$ cat config.mk
export PLATFORM = sky130hd
export DESIGN_NAME = mt_branch_resolve
export DESIGN_NICKNAME = d
export VERILOG_FILES = /design/src/rtl/mt_branch_resolve.sv
export SDC_FILE = /design/constraint.sdc
export NUM_CORES = 1
export LEC_CHECK = 0
export CAP_MARGIN = 20
export CORE_UTILIZATION = 55
export CTS_CLUSTER_DIAMETER = 60
export DETAILED_ROUTE_END_ITERATION = 16
export PLACE_DENSITY = 0.89
export SYNTH_ARGS = -nofsm -noshare
export SYNTH_HDL_FRONTEND = slang
export SYNTH_SLANG_ARGS = --single-unit
$ cat constraint.sdc
create_clock -name clk -period 7.1 [get_ports clk]
set_input_delay 2.13 -clock clk [delete_from_list [all_inputs] [get_ports clk]]
set_output_delay 2.13 -clock clk [all_outputs]
set_load 0.02 [all_outputs]
$ cat src/rtl/mt_branch_resolve.sv
// Execute-stage branch/jump resolver with per-thread wrong-path shadow squash.
// Optional MT_BR_STATS_EN adds per-thread saturating taken-redirect counters and a stat read port.
module mt_branch_resolve #(
  parameter int NUM_THREADS   = 8,
  parameter int ADDRESS_WIDTH = 32,
  parameter int DATA_WIDTH    = 32,
  parameter int PIPE_SHADOW   = 0,
  localparam int BITS_THREADS = (NUM_THREADS > 1) ? $clog2(NUM_THREADS) : 1
) (
  input  logic                     clk,
  input  logic                     rst,
  input  logic                     valid_e,
  input  logic [BITS_THREADS-1:0]  tid_e,
  input  logic [ADDRESS_WIDTH-1:0] pc_e,
  input  logic [DATA_WIDTH-1:0]    imm_e,
  input  logic [DATA_WIDTH-1:0]    rs1_val_e,
  input  logic [DATA_WIDTH-1:0]    rs2_val_e,
  input  logic [2:0]               funct3_e,
  input  logic                     branch_e,
  input  logic                     jal_e,
  input  logic                     jalr_e,
`ifdef MT_BR_STATS_EN
  input  logic [BITS_THREADS-1:0]  stat_tid,
  output logic [15:0]              stat_count,
`endif
  output logic                     pc_src_e,
  output logic [BITS_THREADS-1:0]  branch_tid_e,
  output logic [ADDRESS_WIDTH-1:0] pc_target_e,
  output logic                     squash_e,
  output logic                     misalign_e,
  output logic                     illegal_e
);

  localparam logic [1:0] SHADOW_LOAD = 2'(PIPE_SHADOW);

  logic [1:0]               shadow_q [NUM_THREADS];
  logic [1:0]               shadow_d [NUM_THREADS];
  logic                     pc_src_q, pc_src_d;
  logic [BITS_THREADS-1:0]  branch_tid_q, branch_tid_d;
  logic [ADDRESS_WIDTH-1:0] pc_target_q, pc_target_d;
  logic                     misalign_q, misalign_d;
  logic                     illegal_q, illegal_d;

  logic                     live;
  logic                     cond;
  logic                     funct3_bad;
  logic                     taken;
  logic                     redirect;
  logic [ADDRESS_WIDTH-1:0] imm_a;
  logic [ADDRESS_WIDTH-1:0] rs1_a;
  logic [ADDRESS_WIDTH-1:0] target;

  assign squash_e = valid_e & (shadow_q[tid_e] != 2'd0);
  assign live     = valid_e & ~squash_e;

  assign imm_a = ADDRESS_WIDTH'(imm_e);
  assign rs1_a = ADDRESS_WIDTH'(rs1_val_e);

  always_comb begin
    cond       = 1'b0;
    funct3_bad = 1'b0;
    case (funct3_e)
      3'b000:  cond = (rs1_val_e == rs2_val_e);
      3'b001:  cond = (rs1_val_e != rs2_val_e);
      3'b100:  cond = ($signed(rs1_val_e) <  $signed(rs2_val_e));
      3'b101:  cond = ($signed(rs1_val_e) >= $signed(rs2_val_e));
      3'b110:  cond = (rs1_val_e <  rs2_val_e);
      3'b111:  cond = (rs1_val_e >= rs2_val_e);
      default: funct3_bad = 1'b1;
    endcase
  end

  // JALR clears bit0 only; bit1 survives so misaligned JALR targets are flagged.
  always_comb begin
    if (jalr_e) target = (rs1_a + imm_a) & ~ADDRESS_WIDTH'(1);
    else        target = pc_e + imm_a;
  end

  assign taken    = live & ((branch_e & cond) | jal_e | jalr_e);
  assign redirect = taken & ~target[1];

  always_comb begin
    pc_src_d     = redirect;
    branch_tid_d = branch_tid_q;
    pc_target_d  = pc_target_q;
    misalign_d   = taken & target[1];
    illegal_d    = live & branch_e & funct3_bad;
    if (redirect) begin
      branch_tid_d = tid_e;
      pc_target_d  = target;
    end
  end

  // A squashed instruction never redirects, so load and decrement cannot
  // really collide; load is still given priority explicitly.
  always_comb begin
    for (int i = 0; i < NUM_THREADS; i++) shadow_d[i] = shadow_q[i];
    if (squash_e) shadow_d[tid_e] = shadow_q[tid_e] - 2'd1;
    if (redirect) shadow_d[tid_e] = SHADOW_LOAD;
  end

  always_ff @(posedge clk) begin
    if (rst) begin
      pc_src_q     <= 1'b0;
      branch_tid_q <= '0;
      pc_target_q  <= '0;
      misalign_q   <= 1'b0;
      illegal_q    <= 1'b0;
      for (int i = 0; i < NUM_THREADS; i++) shadow_q[i] <= 2'd0;
    end else begin
      pc_src_q     <= pc_src_d;
      branch_tid_q <= branch_tid_d;
      pc_target_q  <= pc_target_d;
      misalign_q   <= misalign_d;
      illegal_q    <= illegal_d;
      for (int i = 0; i < NUM_THREADS; i++) shadow_q[i] <= shadow_d[i];
    end
  end

  assign pc_src_e     = pc_src_q;
  assign branch_tid_e = branch_tid_q;
  assign pc_target_e  = pc_target_q;
  assign misalign_e   = misalign_q;
  assign illegal_e    = illegal_q;

`ifdef MT_BR_STATS_EN
  logic [15:0] stat_q [NUM_THREADS];
  logic [15:0] stat_d [NUM_THREADS];

  always_comb begin
    for (int i = 0; i < NUM_THREADS; i++) stat_d[i] = stat_q[i];
    if (redirect && (stat_q[tid_e] != 16'hFFFF)) stat_d[tid_e] = stat_q[tid_e] + 16'd1;
  end

  always_ff @(posedge clk) begin
    if (rst) begin
      for (int i = 0; i < NUM_THREADS; i++) stat_q[i] <= 16'd0;
    end else begin
      for (int i = 0; i < NUM_THREADS; i++) stat_q[i] <= stat_d[i];
    end
  end

  assign stat_count = stat_q[stat_tid];
`endif

endmodule

# After elaboration in Yosys (flattened, before gate mapping)
# Memories as Yosys holds them, arrays and structs flattened.
# Index checks and enable logic that the tools add are counted.
# Widths: inputs -> output; s select.
[classes] mux=19 eq_ne=7 reduce_logical=4 n_addsub=3 order_cmp=6 n_bitwise=23
[ops] operator="$add 32x32->32" n=2
[ops] operator="$ge 32x32->1" n=2
[ops] operator="$lt 32x32->1" n=2
[ops] operator="$eq 32x32->1" n=1
[ops] operator="$mux 16" n=2
[ops] operator="$mux 32" n=1
[ops] operator="$ne 32x32->1" n=1
[ops] operator="$mux 2" n=9
[ops] operator="$and 16x16->16" n=1
[ops] operator="$bwmux 16" n=1
[ops] operator="$not 16->16" n=1
[ops] operator="$eq 3x3->1 const B" n=4
[ops] operator="$or 1x1->1" n=10
[ops] operator="$and 1x1->1" n=8
[ops] operator="$demux 2 s3" n=1
[ops] operator="$pmux 1 s6" n=1
[ops] operator="$reduce_or 6->1" n=1
[ops] operator="$ge 4x4->1 const B" n=1
[ops] operator="$lt 4x1->1 const B" n=1
[ops] operator="$mux 1" n=4
[ops] operator="$not 3->4" n=1
[ops] operator="$eq 3x1->1 const B" n=1
[ops] operator="$logic_not 3->1" n=1
[ops] operator="$not 1->1" n=2
[ops] operator="other kinds (3)" n=3
[word_totals] inputBits=140 ramBits=16 memories=1 register_bits=38 output_inout_bits=39
[mem_list] name="shadow_q" words=8 width=2 read_ports=9 rd_clocked_by_memory_dff=0 write_ports=8 line_no="36" rtl="logic [1:0] shadow_q [NUM_THREADS];"

# Longest topological paths before layout
[depth] depth_word=10 ltp_mapped=13 mapped_depth_nobuf=12

# Worst setup path before layout
# No wires, ideal clock.
[synth_path] path_type="input to output" startpoint="in tid_e[0]" endpoint="out squash_e" required_time_ns=4.970 arrival_ns=3.652 path_slack_ns=1.318 stages=6 path_cell_list="clkbuf_1 -> nand3b_1 -> o221ai_1 -> or3_1 -> ha_1 -> nor2b_1"
[synth_via] elab_chain_len=3
[synth_rtl] item="start, declared" line_no="13" rtl="input logic [BITS_THREADS-1:0] tid_e,"
[synth_rtl] item="$mem_v2 8x2"
[synth_rtl] item="$reduce_bool 2->1" line_no="53" rtl="assign squash_e = valid_e & (shadow_q[tid_e] != 2'd0);"
[synth_rtl] item="$and 1x1->1" line_no="53"
[synth_rtl] item="end, declared" line_no="29" rtl="output logic squash_e,"
# Every way passes these cells.

# Worst setup path in the final report
[layout_path] startpoint="in tid_e[1]" endpoint="out squash_e"
# Same word-level chain as after synthesis.

==> flow_summary.yaml <==
outcome:
  outcome: "completed"
setup_path:
  worst_reg2reg_setup_slack_ns: 4.19
  critical_path.reg2reg.endpoint: "shadow_q[7][1]"
  cp.required_ns: 4.97
  worstReg2RegStart: "shadow_q[1][0]"
  crit_path_cell_trace: "clkdlybuf4s50_1 > nor3_1 > inv_1 > a2bb2oi_1 > o221ai_1 > or3_1 > ha_1 > nor2b_1 > clkdlybuf4s50_1"
  timing.critical_path.to_type: "output pin"
  cp.arrival_ns: 4.58
  timing.critical_path.fanout_max: 4
  crit_path_frequent_cell: "sky130_fd_sc_hd__clkdlybuf4s50_1"
  critPathSlowestCell: "sky130_fd_sc_hd__clkdlybuf4s50_1"
  critical-path-max-stage-delay_ns: 0.62
  critical_path_type: "input pin to output pin"
  setup.worst_path.start_class: "input pin"
  rr_worst_depth: 10
cts:
  post_cts.resized_instances: 0
  cts_inserted_buffers: 5
  root_buffer: "sky130_fd_sc_hd__clkbuf_16"
  cts_clk_pin_slew_worst_paths_ns: 0.07
  postCtsSetupRepairBufs: 0
  cts.sink_count: 54
  cts_tree: "built"
  cts_max_path_buffers: 2
  clk-insertion-delay-late_ns: 0.29
  depth_of_the_cts_h_tree: 2
  cts-hold-fix-buffers: 0
power:
  power_density_nw_per_um2: 144
  combPwrFrac: 0.499
  peakVddDrop_mv: 0.0887
  sequential_power_share: 0.257
  power_switching_uw: 476
  power_leakage_nw: 3.73
  switching_share: 0.367
  p_int_uw: 822
  share_clk_of_total_power: 0.243
floorplanning:
  floorplan.core_area_um2: 12100
  die_h_um: 114
  ioPinCount: 179
  placementRows: 40
  die-area_um2: 12900
  die_w_um: 114
  start_util: 0.568
synth:
  synth-seq-area-share: 0.158
  largest_family_of_logic_cells_by_synthesized_area: "compound AO/OA/AOI/OAI gates"
  complex_gate_fraction_of_the_synthesized_area: 0.340
  yosys-mux-area-fraction: 0.0152
  syn-instance-count: 908
  synth.top_cells.by_area: "sky130_fd_sc_hd__ha_1 (17%), sky130_fd_sc_hd__dfxtp_1 (16%), sky130_fd_sc_hd__a21oi_1 (5.5%), sky130_fd_sc_hd__nand2_1 (4.2%), sky130_fd_sc_hd__xnor2_1 (3.6%)"
  synthDominantAreaCellType: "sky130_fd_sc_hd__ha_1"
  postSynthNetCount: 1144
  synth-xor-area-share: 0.0499
  edff_count_synth: 0
  synth-seq-cells: 54
  adder_and_majority_cell_fraction_of_the_synthesized_area: 0.178
  avgSynthCellArea_um2: 7.54
  synth.top_cell.area_share: 0.172
  yosysWarnings: 0
  count_of_unique_library_cells_instantiated_by_yosys: 74
  post_synthesis_simple_gate_area_fraction: 0.206
  synth-main-ff-cell: "sky130_fd_sc_hd__dfxtp_1"
  synthArstFlopShare: 0
  syn_area_um2: 6850
global_route:
  grt_antenna_before_repair: 0
  grt_max_degree: 49
  wire_length_of_the_first_global_routing_pass_um: 34400
  first_global_vias: 7205
  grt_overflow_total: 0
  grt_util_all_layers: 0.330
hold_path:
  worstHoldPathType: "flop to flop"
  min-delay-start: "branch_tid_e[0]"
  hold_path_depth: 2
  hold-path-endpoint: "branch_tid_e[0]"
sta:
  period_share: 0.945
  hold_slack_ns: 0.479
  final_number_of_hold_violating_endpoints: 0
  max_slew_margin: 0.361
  timing.final.max_slew_violations: 0
  setup_total_negative_slack_ns: 0
  final_worst_clock_skew_ns: 0.00702
  final-setup-viol-count: 0
  tightestPinTransition_ns: 0.959
  final.setup.worst_slack_ns: 0.391
  max_freq_ghz: 0.149
  setup_repair_after_global_routing_missed_its_margin: "false"
  min_period_ns: 6.71
place:
  dp_worst_setup_slack_ns: 0.393
  numPortBuffers: 178
  dp_wirelength_um: 17500
  placedInstanceArea_um2: 8800
  placer_congestion_estimate: 0.944
layout:
  finalNetCount: 1308
  insertedDiodeCount: 0
  mostFrequentLayoutCell: "sky130_fd_sc_hd__clkdlybuf4s50_1"
  drive_gt1_frac: 0.0419
  synthToLayoutAreaGrowth_pct: 31.3
  fin_area_um2: 8990
  final_cell_mix: "sky130_fd_sc_hd__clkdlybuf4s50_1 (178), sky130_fd_sc_hd__ha_1 (94), sky130_fd_sc_hd__nand2_1 (76)"
routing:
  drc: 0
  initialDrtViolationCount: 812
  remaining_antenna_violation_count_after_routing: 0
  avgViaCountPerCell: 6.26
  drt_first_pass_iters: 5
  routed_wire_length_per_instance_um: 17.3
  finalWirelength_um: 21400
  routed-via-count: 7773
flow_run:
  max_cap_viol_count: 0
-- critical path: cells and delay by family --
kind | cells | cell delay [ns]
adder cells (fa/ha/maj) | 1 | 0.24
AND/OR/NAND/NOR | 3 | 0.67
buffers and inverters | 3 | 1.24
AO/OA/AOI/OAI | 2 | 0.28
-- final cells by class --
| type | count | area, um^2 |
|---|---|---|
| Clock buffer | 5 | 125 |
| Clock inverter | 3 | 68.8 |
| Fill cell | 959 | 3070 |
| Inverter | 57 | 214 |
| Multi-Input combinational cell | 762 | 5410 |
| Sequential cell | 54 | 1080 |
| Tap cell | 168 | 210 |
| Timing Repair Buffer | 192 | 1890 |
-- cells by family after synthesis --
kind of cell	Yosys count
mux	10
compound gates	338
fa+ha+maj	96
simple gates	279
flops	54
buf+inv	92
xor+xnor	39
-- cells in the mapped netlist, types with 14 or more instances --
library cell                n
sky130_fd_sc_hd__dfxtp_1   54
sky130_fd_sc_hd__a311oi_1  16
sky130_fd_sc_hd__a211oi_1  30
sky130_fd_sc_hd__a31oi_1   37
sky130_fd_sc_hd__nand4_1   17
sky130_fd_sc_hd__ha_1      94
sky130_fd_sc_hd__nand2_1   76
sky130_fd_sc_hd__nor2_1    57
sky130_fd_sc_hd__a21oi_1   75
sky130_fd_sc_hd__or3_1     14
sky130_fd_sc_hd__nand3_1   20
sky130_fd_sc_hd__a21o_1    32
sky130_fd_sc_hd__xnor2_1   28
sky130_fd_sc_hd__nor3_1    19
sky130_fd_sc_hd__inv_1     56
sky130_fd_sc_hd__o21ai_0   38
sky130_fd_sc_hd__clkbuf_1  24
-- how the worst max path moves through the flow --
stage | from | end | slack [ns] | cells past startpoint
2_1_floorplan | tid_e[0] | squash_e | 1.32 | 6
3_3_place_gp | tid_e[0] | squash_e | 0.45 | 9
3_5_place_dp | tid_e[1] | squash_e | 0.39 | 9
4_1_cts | tid_e[1] | squash_e | 0.38 | 9
5_1_grt | tid_e[2] | squash_e | 0.28 | 9
6_report | tid_e[1] | squash_e | 0.39 | 9
-- metal layers --
| layer | routed length, um | track usage |
|---|---|---|
| met4 | 485 | 0.101 |
| met1 | 9670 | 0.445 |
| met2 | 9720 | 0.552 |
| met5 | 0 | 0 |
| met3 | 1540 | 0.0383 |
-- flip-flops by register name (all words and copies together) (netlist names) --
name          flops
pc_target_e      32
shadow_q         16
branch_tid_e      3
illegal_e         1
misalign_e        1
pc_src_e          1
-- per-stage QoR --
step / util / power [mW] / std cells
2_1_floorplan: - / 0.739 / 908
3_3_place_gp: 0.730 / 0.964 / 1233
3_5_place_dp: 0.730 / 0.974 / 1233
4_1_cts: 0.746 / 1.29 / 1241
5_1_grt: 0.746 / 1.37 / 1241
6_report: 0.746 / 1.30 / 1241
-- power by group through the flow --
stage / Clock [mW] / Sequential, mW / Combinational (mW)
after floorplan: 0 / 0.359 / 0.380
after global placement: 0 / 0.340 / 0.624
after detailed placement: 0 / 0.341 / 0.633
after CTS: 0.319 / 0.334 / 0.637
after global routing: 0.333 / 0.336 / 0.706
final: 0.316 / 0.334 / 0.648
(Power assumes the default switching activity.)
